**config.mk**
```make
export PLATFORM = sky130hd
export DESIGN_NAME = rr_priority_arbiter
export DESIGN_NICKNAME = d
export VERILOG_FILES = /design/src/rtl/rr_priority_arbiter.sv
export SDC_FILE = /design/constraint.sdc
export NUM_CORES = 1
export LEC_CHECK = 0
export ABC_CLOCK_PERIOD_IN_PS = 3550
export CAP_MARGIN = 25
export CORE_MARGIN = 2
export CORE_UTILIZATION = 50
export CTS_CLUSTER_DIAMETER = 30
export DETAILED_ROUTE_END_ITERATION = 7
export PLACE_DENSITY = 0.73
export SYNTH_ARGS = -nofsm -noshare
export SYNTH_HDL_FRONTEND = slang
export SYNTH_SLANG_ARGS = --single-unit
```
**constraint.sdc**
```tcl
create_clock -name clk_i -period 3.55 [get_ports clk_i]
set_input_delay 0.5325 -clock clk_i [delete_from_list [all_inputs] [get_ports clk_i]]
set_output_delay 0.5325 -clock clk_i [all_outputs]
set_load 0.1 [all_outputs]
```
**src/rtl/rr_priority_arbiter.sv**
```systemverilog
// Round-robin arbiter: registered one-hot grant held until done, request drop or hold timeout.
// Search starts just below the previous owner and wraps downward, so the last owner goes last.
module rr_priority_arbiter #(
    parameter int unsigned N        = 8,
    parameter int unsigned IDX_W    = 3,
    parameter int unsigned MAX_HOLD = 16
) (
    input  logic             clk_i,
    input  logic             rst_ni,
    input  logic [N-1:0]     req_i,
    input  logic             done_i,
    output logic [N-1:0]     gnt_o,
    output logic [IDX_W-1:0] gnt_idx_o,
    output logic             gnt_valid_o,
    output logic             timeout_o
);

    localparam int unsigned HoldW = (MAX_HOLD == 0) ? 1 : $clog2(MAX_HOLD + 1);

    typedef enum logic [0:0] {StIdle, StGrant} state_e;

    state_e             state_q, state_d;
    logic [N-1:0]       gnt_q, gnt_d;
    logic [IDX_W-1:0]   gnt_idx_q, gnt_idx_d;
    logic               gnt_valid_q, gnt_valid_d;
    logic               timeout_q, timeout_d;
    logic [IDX_W-1:0]   last_q, last_d;
    logic [HoldW-1:0]   hold_cnt_q, hold_cnt_d;

    logic               win_found;
    logic [IDX_W-1:0]   win_idx;
    logic               rel_done, rel_drop, rel_limit, release_now;

    // Descending search: last-1, last-2, ..., wrapping, ending at last itself.
    always_comb begin
        int unsigned cand;
        win_found = 1'b0;
        win_idx   = '0;
        for (int unsigned j = 1; j <= N; j++) begin
            cand = (int'(last_q) + N - j) % N;
            if (!win_found && req_i[IDX_W'(cand)]) begin
                win_found = 1'b1;
                win_idx   = IDX_W'(cand);
            end
        end
    end

    assign rel_done    = done_i;
    assign rel_drop    = !req_i[gnt_idx_q];
    assign rel_limit   = (MAX_HOLD != 0) && (hold_cnt_q == HoldW'(MAX_HOLD));
    assign release_now = rel_done || rel_drop || rel_limit;

    always_ff @(posedge clk_i or negedge rst_ni) begin
        if (!rst_ni) begin
            state_q     <= StIdle;
            gnt_q       <= '0;
            gnt_idx_q   <= '0;
            gnt_valid_q <= 1'b0;
            timeout_q   <= 1'b0;
            last_q      <= '0;
            hold_cnt_q  <= '0;
        end else begin
            state_q     <= state_d;
            gnt_q       <= gnt_d;
            gnt_idx_q   <= gnt_idx_d;
            gnt_valid_q <= gnt_valid_d;
            timeout_q   <= timeout_d;
            last_q      <= last_d;
            hold_cnt_q  <= hold_cnt_d;
        end
    end

    always_comb begin
        state_d = state_q;
        unique case (state_q)
            StIdle:  if (win_found)   state_d = StGrant;
            StGrant: if (release_now) state_d = StIdle;
            default: state_d = StIdle;
        endcase
    end

    always_comb begin
        gnt_d       = gnt_q;
        gnt_idx_d   = gnt_idx_q;
        gnt_valid_d = gnt_valid_q;
        timeout_d   = 1'b0;
        last_d      = last_q;
        hold_cnt_d  = hold_cnt_q;
        unique case (state_q)
            StIdle: begin
                if (win_found) begin
                    gnt_d          = '0;
                    gnt_d[win_idx] = 1'b1;
                    gnt_idx_d      = win_idx;
                    gnt_valid_d    = 1'b1;
                    last_d         = win_idx;
                    hold_cnt_d     = HoldW'(1);
                end else begin
                    gnt_d       = '0;
                    gnt_idx_d   = '0;
                    gnt_valid_d = 1'b0;
                end
            end
            StGrant: begin
                if (release_now) begin
                    gnt_d       = '0;
                    gnt_idx_d   = '0;
                    gnt_valid_d = 1'b0;
                    hold_cnt_d  = '0;
                    // Timeout flags only a release forced purely by the hold limit.
                    timeout_d   = rel_limit && !rel_done && !rel_drop;
                end else if (!rel_limit) begin
                    hold_cnt_d = hold_cnt_q + HoldW'(1);
                end
            end
            default: begin
                gnt_d       = '0;
                gnt_idx_d   = '0;
                gnt_valid_d = 1'b0;
            end
        endcase
    end

    assign gnt_o       = gnt_q;
    assign gnt_idx_o   = gnt_idx_q;
    assign gnt_valid_o = gnt_valid_q;
    assign timeout_o   = timeout_q;

endmodule

```
# Yosys cells after proc, flatten, opt, wreduce, memory -nomap -nowiden
# Index checks and enable logic that the tools add are counted.
# op_classes
n_addsub	10
magnitude_cmp	11
eq_ne	4
mux	53
n_bitwise	1
reduce_logical	23
# ops
op	n
$lt A3 B4 Y1 const B	10
$mux W3	10
$bmux W1 S3	9
$mux W1	23
$mux W8	2
$pmux W8 S2	1
$mux W5	3
$sub A3 B3 Y3 const B	4
$logic_and A1 B1 Y1	10
$pmux W5 S2	1
$logic_not A1 Y1	9
$pmux W3 S2	1
$sub A3 B1 Y3 const B	2
$sub A3 B2 Y3 const B	2
$add A5 B1 Y5 const B	1
$eq A5 B5 Y1 const B	1
$pmux W1 S2	2
$reduce_and A2 Y1	2
$add A3 B1 Y3 const B	1
$demux W1 S3	1
$ge A3 B1 Y1 const B	1
$ne A3 B2 Y1 const B	1
$logic_or A1 B1 Y1	2
$ne A2 B1 Y1 const B	1
other kinds (2)	2
# word_totals
regBits	22
input_bits	11
output_inout_bits	13
word_cells	109

# Longest topological paths before layout
# Gate-level depths: netlist of run 1.
# depth
ltp_word	32
ltp_mapped	12
depth_no_buf	9

# Least setup slack after synthesis of run 1
# Ideal clock, no wire load.
# synth_path
path_kind	register -> register
start	reg last_q[1]
end	reg hold_cnt_q[3]
t_arrival_ns	2.990
setup_slack_ns	0.439
stages_incl_launch_ff	13
path_buffers	3
cell_sequence	dfrtp_1 -> buf_6 -> buf_2 -> inv_1 -> ha_1 -> buf_6 -> mux2_4 -> mux4_2 -> a211o_1 -> nand2b_4 -> nor3_4 -> o21ai_1 -> a22o_1
# synth_via
elab_chain_cells	28
# synth_rtl
element	line_no	source
start, declared	27	logic [IDX_W-1:0] last_q, last_d;
start signal, assigned	68	last_q <= last_d;
$add A3 B1 Y3 (*)	40	cand = (int'(last_q) + N - j) % N;
$sub A3 B1 Y3	40	
$bmux W1 S3	41	if (!win_found && req_i[IDX_W'(cand)]) begin
$mux W1 (not written as such)	41	
$mux W1	41	
$logic_not A1 Y1	41	
$logic_and A1 B1 Y1	41	
$mux W1	41	
[... 12 more ...]	--	
$logic_not A1 Y1	41	
$logic_and A1 B1 Y1	41	
$mux W1	41	
$logic_not A1 Y1	41	
$logic_and A1 B1 Y1	41	
$mux W1 (*)	41	
$ne A2 B2 Y1 (no source line) (*)	--	
$reduce_and A2 Y1 (no source line) (*)	--	
end signal, assigned	69	hold_cnt_q <= hold_cnt_d;
end, declared	28	logic [HoldW-1:0] hold_cnt_q, hold_cnt_d;
# Mark *: on every way between the ends. The rest lies on a longest branch, timed or not. The select of a mux whose other input is x is not followed.
# A chain may end at the register's enable or synchronous reset.

# Final worst setup path of run 1
# layout_path
start	reg last_q[0]
end	reg gnt_q[0], in the netlist gnt_o[0]
# layout_via
elab_chain_cells	32
# layout_rtl
element	line_no	source
$add A3 B1 Y3 (*)	40	
$sub A3 B1 Y3	40	
$bmux W1 S3	41	
$mux W1 (not written as such)	41	
$mux W1	41	
$logic_not A1 Y1	41	
$logic_and A1 B1 Y1	41	
$mux W1	41	
[... 16 more ...]	--	
$logic_and A1 B1 Y1	41	
$mux W3	41	
$lt A3 B4 Y1 (not written as such) / $ge A3 B1 Y1 (equally long branches)	93	gnt_d[win_idx] = 1'b1;
$logic_and A1 B1 Y1 (not written as such)	93	
$mux W1 (not written as such)	93	
$demux W1 S3	93	
$mux W8 (*)	91	if (win_found) begin
$pmux W8 S2 (*)	89	unique case (state_q)
end signal, assigned	64	gnt_q <= gnt_d;
end, declared	23	logic [N-1:0] gnt_q, gnt_d;
# Marked as above.

==> impl_results.html, run 1 <==
<table>
<tr><th>Metric</th><th>Value</th></tr>
<tr><th colspan="2">Outcome</th></tr>
<tr><td>Status</td><td>finished, final reports clean</td></tr>
<tr><th colspan="2">Setup path</th></tr>
<tr><td>Critical Path Sink Type</td><td>register</td></tr>
<tr><td>Capture point of the worst path</td><td>gnt_o[0]$_DFFE_PN0P_</td></tr>
<tr><td>R2R cell count</td><td>9</td></tr>
<tr><td>Terminus of the critical flop-to-flop path</td><td>gnt_o[0]$_DFFE_PN0P_</td></tr>
<tr><td>Kind of critical path</td><td>reg -&gt; reg</td></tr>
<tr><td>Timing startpoint of the critical path</td><td>last_q[0]$_DFFE_PN0P_</td></tr>
<tr><td>Setup crit start kind</td><td>register</td></tr>
<tr><td>Largest fanout on the critical path</td><td>11</td></tr>
<tr><td>Data required, critical path</td><td>3.70 ns</td></tr>
<tr><td>Minimum setup slack among reg-to-reg paths</td><td>0.20 ns</td></tr>
<tr><td>Worst path arrival time</td><td>3.50 ns</td></tr>
<tr><td>Reg-to-reg startpoint</td><td>last_q[0]$_DFFE_PN0P_</td></tr>
<tr><th colspan="2">Layout</th></tr>
<tr><td>Area occupied by multi-input gates</td><td>0.00139 mm2</td></tr>
<tr><td>Diodes inserted</td><td>0</td></tr>
<tr><td>Layout net count</td><td>225</td></tr>
<tr><td>Area growth syn-to-layout</td><td>16.4%</td></tr>
<tr><td>Count of filler cells inserted in the layout</td><td>303</td></tr>
<tr><td>Commonest cells after routing, fill and taps aside</td><td>sky130_fd_sc_hd__clkdlybuf4s50_1 (23), sky130_fd_sc_hd__dfrtp_1 (22), sky130_fd_sc_hd__nand2_1 (18), sky130_fd_sc_hd__mux4_2 (16), sky130_fd_sc_hd__o21ai_1 (8)</td></tr>
<tr><td>Sequential cell area in the final layout</td><td>551 um2</td></tr>
<tr><td>Most common cell after layout, fill and taps aside</td><td>sky130_fd_sc_hd__clkdlybuf4s50_1</td></tr>
<tr><td>Layout cell share with drive strength beyond 1</td><td>22.5%</td></tr>
<tr><th colspan="2">Placement</th></tr>
<tr><td>Routability Congestion</td><td>0.842</td></tr>
<tr><td>HPWL after DPL</td><td>3510 um</td></tr>
<tr><td>Port buffer count</td><td>23</td></tr>
<tr><th colspan="2">CTS</th></tr>
<tr><td>Cells resized by post-CTS repair</td><td>0</td></tr>
<tr><td>TritonCTS clock tree</td><td>done</td></tr>
<tr><td>Worst-Skew Late Latency</td><td>0.26 ns</td></tr>
<tr><td>Hold buffers post-CTS</td><td>0</td></tr>
<tr><td>Clock sink count</td><td>22</td></tr>
<tr><td>Setup fix buffers added after clock tree synthesis</td><td>0</td></tr>
<tr><td>Clock transition at the registers of the reported paths</td><td>0.07 ns</td></tr>
<tr><td>Root buffer selected by CTS</td><td>sky130_fd_sc_hd__clkbuf_8</td></tr>
<tr><td>CTS HTree Levels</td><td>1</td></tr>
<tr><td>Largest buffer count on any clock path</td><td>2</td></tr>
<tr><td>TritonCTS Buffers</td><td>3</td></tr>
<tr><th colspan="2">Synth</th></tr>
<tr><td>Number of warning messages in the yosys log</td><td>0</td></tr>
<tr><td>Yosys cell types</td><td>66</td></tr>
<tr><td>Number of synthesized flops with an enable pin</td><td>0</td></tr>
<tr><td>Primary flip-flop cell chosen by synthesis mapping</td><td>sky130_fd_sc_hd__dfrtp_1</td></tr>
<tr><td>Sequential area share after synthesis</td><td>27.1%</td></tr>
<tr><td>Average footprint of a synthesized cell</td><td>11.0 um2</td></tr>
<tr><td>Post-synth design cell area</td><td>0.00203 mm2</td></tr>
<tr><td>Flops &amp; latches, synth</td><td>22</td></tr>
<tr><td>Post-Syn Instances</td><td>184</td></tr>
<tr><td>Post-synth ARST share</td><td>100%</td></tr>
<tr><td>Total nets after synthesis</td><td>199</td></tr>
<tr><th colspan="2">Timing</th></tr>
<tr><td>Unrepaired setup endpoints after global routing</td><td>no</td></tr>
<tr><td>Total negative slack</td><td>0 ns</td></tr>
<tr><td>Final hold viol count</td><td>0</td></tr>
<tr><td>Number of setup violations in the final report</td><td>0</td></tr>
<tr><td>Max-slew violation total from the final report</td><td>0</td></tr>
<tr><td>Worst setup skew after layout</td><td>0.000961 ns</td></tr>
<tr><td>Worst-Margin Slew</td><td>0.989 ns</td></tr>
<tr><td>Share of the clock period used by the worst path after layout</td><td>94.5%</td></tr>
<tr><td>Final Critical Period</td><td>3.35 ns</td></tr>
<tr><td>Remaining max-slew budget at the tightest pin</td><td>33.8%</td></tr>
<tr><td>Highest attainable clock frequency</td><td>0.298 GHz</td></tr>
<tr><th colspan="2">Die</th></tr>
<tr><td>Initial core utilization</td><td>51.5%</td></tr>
<tr><td>Die H</td><td>67.8 um</td></tr>
<tr><td>Total die area</td><td>0.00459 mm2</td></tr>
<tr><td>Chip width</td><td>67.8 um</td></tr>
<tr><td>Core outline area</td><td>0.00394 mm2</td></tr>
<tr><td>Standard-cell rows</td><td>23</td></tr>
<tr><td>Top Ports</td><td>24</td></tr>
<tr><th colspan="2">Global route</th></tr>
<tr><td>Global-route wire length before repair</td><td>7670 um</td></tr>
<tr><td>Total routing usage reported by global routing</td><td>22.2%</td></tr>
<tr><td>Via count of the first global-routing pass</td><td>1,509</td></tr>
<tr><td>Antenna violations before repair</td><td>0</td></tr>
<tr><td>Pin count of the biggest net entering global routing</td><td>23</td></tr>
<tr><td>Congestion Overflow GR</td><td>0</td></tr>
<tr><th colspan="2">Drt</th></tr>
<tr><td>Detailed-routing iteration count for the pre-antenna-repair pass</td><td>4</td></tr>
<tr><td>Detailed-route via count</td><td>1,676</td></tr>
<tr><td>Post-DR wirelength/cell</td><td>18.2 um</td></tr>
<tr><td>Topmost layer with routed signal wires</td><td>met4</td></tr>
<tr><td>Detail Route met2 WL</td><td>2430 um</td></tr>
<tr><td>Amount of wire on met3 after detailed routing</td><td>197 um</td></tr>
<tr><td>DRC violation total after the first TritonRoute iteration</td><td>47</td></tr>
<tr><td>Final antenna-violating net count</td><td>0</td></tr>
<tr><td>DRC violations left</td><td>0</td></tr>
<tr><td>Post-DR vias/cell</td><td>6.47</td></tr>
<tr><td>M1 WL</td><td>2060 um</td></tr>
<tr><td>Post-detailed-routing wire length</td><td>4700 um</td></tr>
<tr><th colspan="2">Hold path</th></tr>
<tr><td>Hold Crit Start</td><td>gnt_valid_o$_DFFE_PN0P_</td></tr>
<tr><td>Worst hold path type</td><td>reg -&gt; reg</td></tr>
<tr><th colspan="2">Run</th></tr>
<tr><td>Max-Cap Viols</td><td>0</td></tr>
</table>
==> how the worst min path moves through the flow <==
stage                          endpoint  slack, ns  cells past startpoint
6_report        gnt_valid_o$_DFFE_PN0P_       0.48                      1
3_3_place_gp    gnt_valid_o$_DFFE_PN0P_       0.46                      1
3_5_place_dp    gnt_valid_o$_DFFE_PN0P_       0.47                      1
2_1_floorplan  gnt_idx_o[0]$_DFFE_PN0P_       0.24                      0
4_1_cts         gnt_valid_o$_DFFE_PN0P_       0.49                      1
5_1_grt         gnt_valid_o$_DFFE_PN0P_       0.51                      1
==> critical path: stages (launching register included) <==
cell and delay, ns:
sky130_fd_sc_hd__dfrtp_1 0.37, sky130_fd_sc_hd__inv_2 0.08, sky130_fd_sc_hd__ha_1 0.61, sky130_fd_sc_hd__mux2_2 0.43, sky130_fd_sc_hd__mux4_2 0.50, sky130_fd_sc_hd__o22ai_2 0.29
sky130_fd_sc_hd__a211oi_1 0.13, sky130_fd_sc_hd__nor3_1 0.33, sky130_fd_sc_hd__o32ai_2 0.21, sky130_fd_sc_hd__a32o_1 0.28
==> cell type report <==
cell class	count	area share [%]
Clock buffer	4	2.33
Timing Repair Buffer	30	12.1
Multi-Input combinational cell	147	58.7
Sequential cell	22	23.3
Inverter	6	0.952
Tap cell	50	2.64
==> cell families (layout without fill, tap and decap cells) <==
logic type | after synthesis | in the layout | share of synthesized area, %
AOI/OAI and AO/OA | 50 | 50 | 19.6
xor gates and xnor gates | 4 | 4 | 1.72
adders and majority gates | 4 | 4 | 2.46
buffers and inverters | 15 | 40 | 4.56
DFF | 22 | 22 | 27.1
muxes | 29 | 29 | 26.5
and+or+nand+nor | 60 | 60 | 18.1
==> sequential cells by signal, indices dropped and copies added, names as in the netlist <==
signal,cells
hold_cnt_q,5
gnt_o,8
gnt_idx_o,3
gnt_valid_o,1
timeout_o,1
state_q,1
last_q,3
==> per-stage QoR <==
stage                     instance area, um2  hold slack (ns)  instances  worst slack [ns]  util (%)
final                                   2370            0.482        259             0.197      60.0
after global routing                    2370            0.508        259            0.0876      60.0
after CTS                               2370            0.491        259             0.228      60.0
after detailed placement                2310            0.474        255             0.216      58.6
after global placement                  2300            0.463        254             0.339      58.3
after floorplan                         2030            0.237        184             0.439         -
==> layer usage <==
layer | global-route usage, % | vias to the layer above
li1 | - | 781
met1 | 31.6 | 841
met2 | 37.0 | 52
met3 | 3.00 | 2
met4 | 3.06 | 0
met5 | 0 | -
==> synth_stat cells (4+ instances only) <==
library cell	count	share of area (%)
sky130_fd_sc_hd__nand3_1	4	0.99
sky130_fd_sc_hd__mux2i_1	5	2.5
sky130_fd_sc_hd__o21ai_1	8	2.0
sky130_fd_sc_hd__nand2b_1	5	1.5
sky130_fd_sc_hd__inv_1	4	0.74
sky130_fd_sc_hd__dfrtp_1	22	27
sky130_fd_sc_hd__a32o_1	4	2.0
sky130_fd_sc_hd__mux4_2	16	18
sky130_fd_sc_hd__nand2_1	18	3.3
sky130_fd_sc_hd__nor2b_1	4	1.2
sky130_fd_sc_hd__a21oi_1	4	0.99
sky130_fd_sc_hd__ha_1	4	2.5
sky130_fd_sc_hd__nor2_1	5	0.92
sky130_fd_sc_hd__a22o_1	5	2.2
Power of run 1 is left out: the tool's default activity adds up to more than one toggle a clock period on the data nets, which glitch-free logic cannot reach.
==> run 2, diff against run 1 <==
--- a/config.mk
+++ b/config.mk
@@ -8,10 +8,10 @@
 export ABC_CLOCK_PERIOD_IN_PS = 3550
 export CAP_MARGIN = 25
 export CORE_MARGIN = 2
-export CORE_UTILIZATION = 50
+export CORE_UTILIZATION = 56
 export CTS_CLUSTER_DIAMETER = 30
 export DETAILED_ROUTE_END_ITERATION = 7
-export PLACE_DENSITY = 0.73
+export PLACE_DENSITY = 0.8
 export SYNTH_ARGS = -nofsm -noshare
 export SYNTH_HDL_FRONTEND = slang
 export SYNTH_SLANG_ARGS = --single-unit
==> constraint.sdc (replaced) <==
create_clock -name clk_i -period 3.55 [get_ports clk_i]
set_input_delay 0.355 -clock clk_i [delete_from_list [all_inputs] [get_ports clk_i]]
set_output_delay 0.355 -clock clk_i [all_outputs]
set_load 0.1 [all_outputs]
==> run 2 against run 1 <==
Routed wire length is 7.0% higher; worst setup slack better by 0.090 ns; count of clock-buffer cells in the layout is 1 lower; critical endpoint unchanged; highest routed layer unchanged.
==> impl_results.html, run 2 (synthesized netlist as in run 1, its figures left out) <==
<table>
<tr><th>Metric</th><th>Value</th></tr>
<tr><th colspan="2">Timing</th></tr>
<tr><td>Worst setup skew after layout</td><td>0.00452 ns (was 0.000961 ns)</td></tr>
<tr><td>Max-slew violation total from the final report</td><td>0 (unchanged)</td></tr>
<tr><td>Highest attainable clock frequency</td><td>0.306 GHz (was 0.298 GHz)</td></tr>
<tr><td>Share of the clock period used by the worst path after layout</td><td>91.9% (was 94.5%)</td></tr>
<tr><td>Number of setup violations in the final report</td><td>0 (unchanged)</td></tr>
<tr><td>Worst-Margin Slew</td><td>1.00 ns (was 0.989 ns)</td></tr>
<tr><td>Final Critical Period</td><td>3.26 ns (was 3.35 ns)</td></tr>
<tr><td>Final hold viol count</td><td>0 (unchanged)</td></tr>
<tr><td>Total negative slack</td><td>0 ns (unchanged)</td></tr>
<tr><td>Unrepaired setup endpoints after global routing</td><td>no (unchanged)</td></tr>
<tr><td>Remaining max-slew budget at the tightest pin</td><td>33.0% (was 33.8%)</td></tr>
<tr><th colspan="2">Global route</th></tr>
<tr><td>Via count of the first global-routing pass</td><td>1,738 (was 1,509)</td></tr>
<tr><td>Global-route wire length before repair</td><td>8530 um (was 7670 um)</td></tr>
<tr><td>Antenna violations before repair</td><td>0 (unchanged)</td></tr>
<tr><td>Total routing usage reported by global routing</td><td>26.4% (was 22.2%)</td></tr>
<tr><td>Pin count of the biggest net entering global routing</td><td>23 (unchanged)</td></tr>
<tr><td>Congestion Overflow GR</td><td>0 (unchanged)</td></tr>
<tr><th colspan="2">CTS</th></tr>
<tr><td>Largest buffer count on any clock path</td><td>2 (unchanged)</td></tr>
<tr><td>TritonCTS Buffers</td><td>3 (unchanged)</td></tr>
<tr><td>Clock sink count</td><td>22 (unchanged)</td></tr>
<tr><td>Hold buffers post-CTS</td><td>0 (unchanged)</td></tr>
<tr><td>CTS HTree Levels</td><td>1 (unchanged)</td></tr>
<tr><td>Root buffer selected by CTS</td><td>sky130_fd_sc_hd__clkbuf_4 (was sky130_fd_sc_hd__clkbuf_8)</td></tr>
<tr><td>Worst-Skew Late Latency</td><td>0.32 ns (was 0.26 ns)</td></tr>
<tr><td>TritonCTS clock tree</td><td>done (unchanged)</td></tr>
<tr><td>Cells resized by post-CTS repair</td><td>0 (unchanged)</td></tr>
<tr><td>Clock transition at the registers of the reported paths</td><td>0.13 ns (was 0.07 ns)</td></tr>
<tr><td>Setup fix buffers added after clock tree synthesis</td><td>0 (unchanged)</td></tr>
<tr><th colspan="2">Setup path</th></tr>
<tr><td>Worst path arrival time</td><td>3.48 ns (was 3.50 ns)</td></tr>
<tr><td>R2R cell count</td><td>9 (unchanged)</td></tr>
<tr><td>Critical Path Sink Type</td><td>register (unchanged)</td></tr>
<tr><td>Setup crit start kind</td><td>register (unchanged)</td></tr>
<tr><td>Minimum setup slack among reg-to-reg paths</td><td>0.29 ns (was 0.20 ns)</td></tr>
<tr><td>Kind of critical path</td><td>reg -&gt; reg (unchanged)</td></tr>
<tr><td>Terminus of the critical flop-to-flop path</td><td>gnt_o[0]$_DFFE_PN0P_ (unchanged)</td></tr>
<tr><td>Capture point of the worst path</td><td>gnt_o[0]$_DFFE_PN0P_ (unchanged)</td></tr>
<tr><td>Data required, critical path</td><td>3.77 ns (was 3.70 ns)</td></tr>
<tr><td>Reg-to-reg startpoint</td><td>last_q[0]$_DFFE_PN0P_ (unchanged)</td></tr>
<tr><td>Timing startpoint of the critical path</td><td>last_q[0]$_DFFE_PN0P_ (unchanged)</td></tr>
<tr><td>Largest fanout on the critical path</td><td>11 (unchanged)</td></tr>
<tr><th colspan="2">Placement</th></tr>
<tr><td>HPWL after DPL</td><td>3740 um (was 3510 um)</td></tr>
<tr><td>Routability Congestion</td><td>0.875 (was 0.842)</td></tr>
<tr><td>Port buffer count</td><td>23 (unchanged)</td></tr>
<tr><th colspan="2">Drt</th></tr>
<tr><td>DRC violation total after the first TritonRoute iteration</td><td>87 (was 47)</td></tr>
<tr><td>Topmost layer with routed signal wires</td><td>met4 (unchanged)</td></tr>
<tr><td>DRC violations left</td><td>0 (unchanged)</td></tr>
<tr><td>Post-DR vias/cell</td><td>6.88 (was 6.47)</td></tr>
<tr><td>Detailed-routing iteration count for the pre-antenna-repair pass</td><td>5 (was 4)</td></tr>
<tr><td>M1 WL</td><td>2080 um (was 2060 um)</td></tr>
<tr><td>Amount of wire on met3 after detailed routing</td><td>350 um (was 197 um)</td></tr>
<tr><td>Post-detailed-routing wire length</td><td>5030 um (was 4700 um)</td></tr>
<tr><td>Detailed-route via count</td><td>1,761 (was 1,676)</td></tr>
<tr><td>Post-DR wirelength/cell</td><td>19.7 um (was 18.2 um)</td></tr>
<tr><td>Detail Route met2 WL</td><td>2560 um (was 2430 um)</td></tr>
<tr><td>Final antenna-violating net count</td><td>0 (unchanged)</td></tr>
<tr><th colspan="2">Hold path</th></tr>
<tr><td>Worst hold path type</td><td>in -&gt; async (was reg -&gt; reg)</td></tr>
<tr><th colspan="2">Die</th></tr>
<tr><td>Initial core utilization</td><td>59.5% (was 51.5%)</td></tr>
<tr><td>Standard-cell rows</td><td>21 (was 23)</td></tr>
<tr><td>Die H</td><td>64.2 um (was 67.8 um)</td></tr>
<tr><td>Top Ports</td><td>24 (unchanged)</td></tr>
<tr><td>Chip width</td><td>64.2 um (was 67.8 um)</td></tr>
<tr><td>Core outline area</td><td>0.00342 mm2 (was 0.00394 mm2)</td></tr>
<tr><td>Total die area</td><td>0.00413 mm2 (was 0.00459 mm2)</td></tr>
<tr><th colspan="2">Layout</th></tr>
<tr><td>Layout net count</td><td>226 (was 225)</td></tr>
<tr><td>Layout cell share with drive strength beyond 1</td><td>22.9% (was 22.5%)</td></tr>
<tr><td>Count of filler cells inserted in the layout</td><td>252 (was 303)</td></tr>
<tr><td>Max reg flops</td><td>8 (unchanged)</td></tr>
<tr><td>Diodes inserted</td><td>0 (unchanged)</td></tr>
<tr><td>Area growth syn-to-layout</td><td>16.6% (was 16.4%)</td></tr>
<tr><td>Commonest cells after routing, fill and taps aside</td><td>sky130_fd_sc_hd__clkdlybuf4s50_1 (23), sky130_fd_sc_hd__dfrtp_1 (22), sky130_fd_sc_hd__nand2_1 (18), sky130_fd_sc_hd__mux4_2 (16), sky130_fd_sc_hd__o21ai_1 (8) (unchanged)</td></tr>
<tr><td>Most common cell after layout, fill and taps aside</td><td>sky130_fd_sc_hd__clkdlybuf4s50_1 (unchanged)</td></tr>
<tr><th colspan="2">Run</th></tr>
<tr><td>Max-Cap Viols</td><td>0 (unchanged)</td></tr>
<tr><th colspan="2">Outcome</th></tr>
<tr><td>Status</td><td>finished, final reports clean (unchanged)</td></tr>
</table>
==> run 2: changes by cell type in the layout (fill, tap and decap cells not counted), sizes merged <==
cell,before,now
buf,7,8
clkbuf,4,3
bufinv,0,1
==> run 2: cell type report <==
type | count | area, um2 | area share (%)
Clock buffer | 3 | 22.5 | 0.950
Tap cell | 46 | 57.6 | 2.43
Multi-Input combinational cell | 147 | 1390 | 58.6
Inverter | 6 | 22.5 | 0.950
Sequential cell | 22 | 551 | 23.2
Timing Repair Buffer | 31 | 298 | 12.6
Clock inverter | 1 | 30.0 | 1.27
==> run 2: routing by layer <==
layer / up-vias / global-route usage [%]
met4: 0 / 4.79
met1: 901 / 35.6
met5: - / 0
li1: 782 / -
met2: 70 / 43.9
met3: 8 / 6.34
==> run 2: per-stage QoR <==
stage                     hold slack, ns  instance area, um2  setup WS (ns)  std cells  util (%)
after floorplan                   0.0594                2030          0.439        184         -
after global placement             0.466                2300          0.474        251      67.4
after detailed placement           0.469                2300          0.362        251      67.4
after CTS                          0.501                2350          0.325        255      68.9
after global routing               0.227                2370          0.152        256      69.4
final                              0.227                2370          0.287        256      69.4
==> run 2: critical path, cell delays in order, from the launching register on <==
cell                       delay (ns)
sky130_fd_sc_hd__dfrtp_1         0.39
sky130_fd_sc_hd__inv_2           0.08
sky130_fd_sc_hd__ha_1            0.57
sky130_fd_sc_hd__mux2_2          0.43
sky130_fd_sc_hd__mux4_2          0.49
sky130_fd_sc_hd__o22ai_2         0.30
sky130_fd_sc_hd__a211oi_1        0.14
sky130_fd_sc_hd__nor3_1          0.29
sky130_fd_sc_hd__o32ai_2         0.19
sky130_fd_sc_hd__a32o_1          0.28
==> run 2: how the worst min path moves through the flow <==
stage	from	end	slack (ns)	cells past startpoint
6_report	rst_ni	gnt_valid_o$_DFFE_PN0P_	0.23	1
5_1_grt	rst_ni	gnt_valid_o$_DFFE_PN0P_	0.23	1
4_1_cts	gnt_valid_o$_DFFE_PN0P_	gnt_valid_o$_DFFE_PN0P_	0.50	1
3_5_place_dp	gnt_valid_o$_DFFE_PN0P_	gnt_valid_o$_DFFE_PN0P_	0.47	1
3_3_place_gp	gnt_valid_o$_DFFE_PN0P_	gnt_valid_o$_DFFE_PN0P_	0.47	1
2_1_floorplan	rst_ni	gnt_idx_o[0]$_DFFE_PN0P_	0.06	0
Power of run 2 is left out for the same reason.
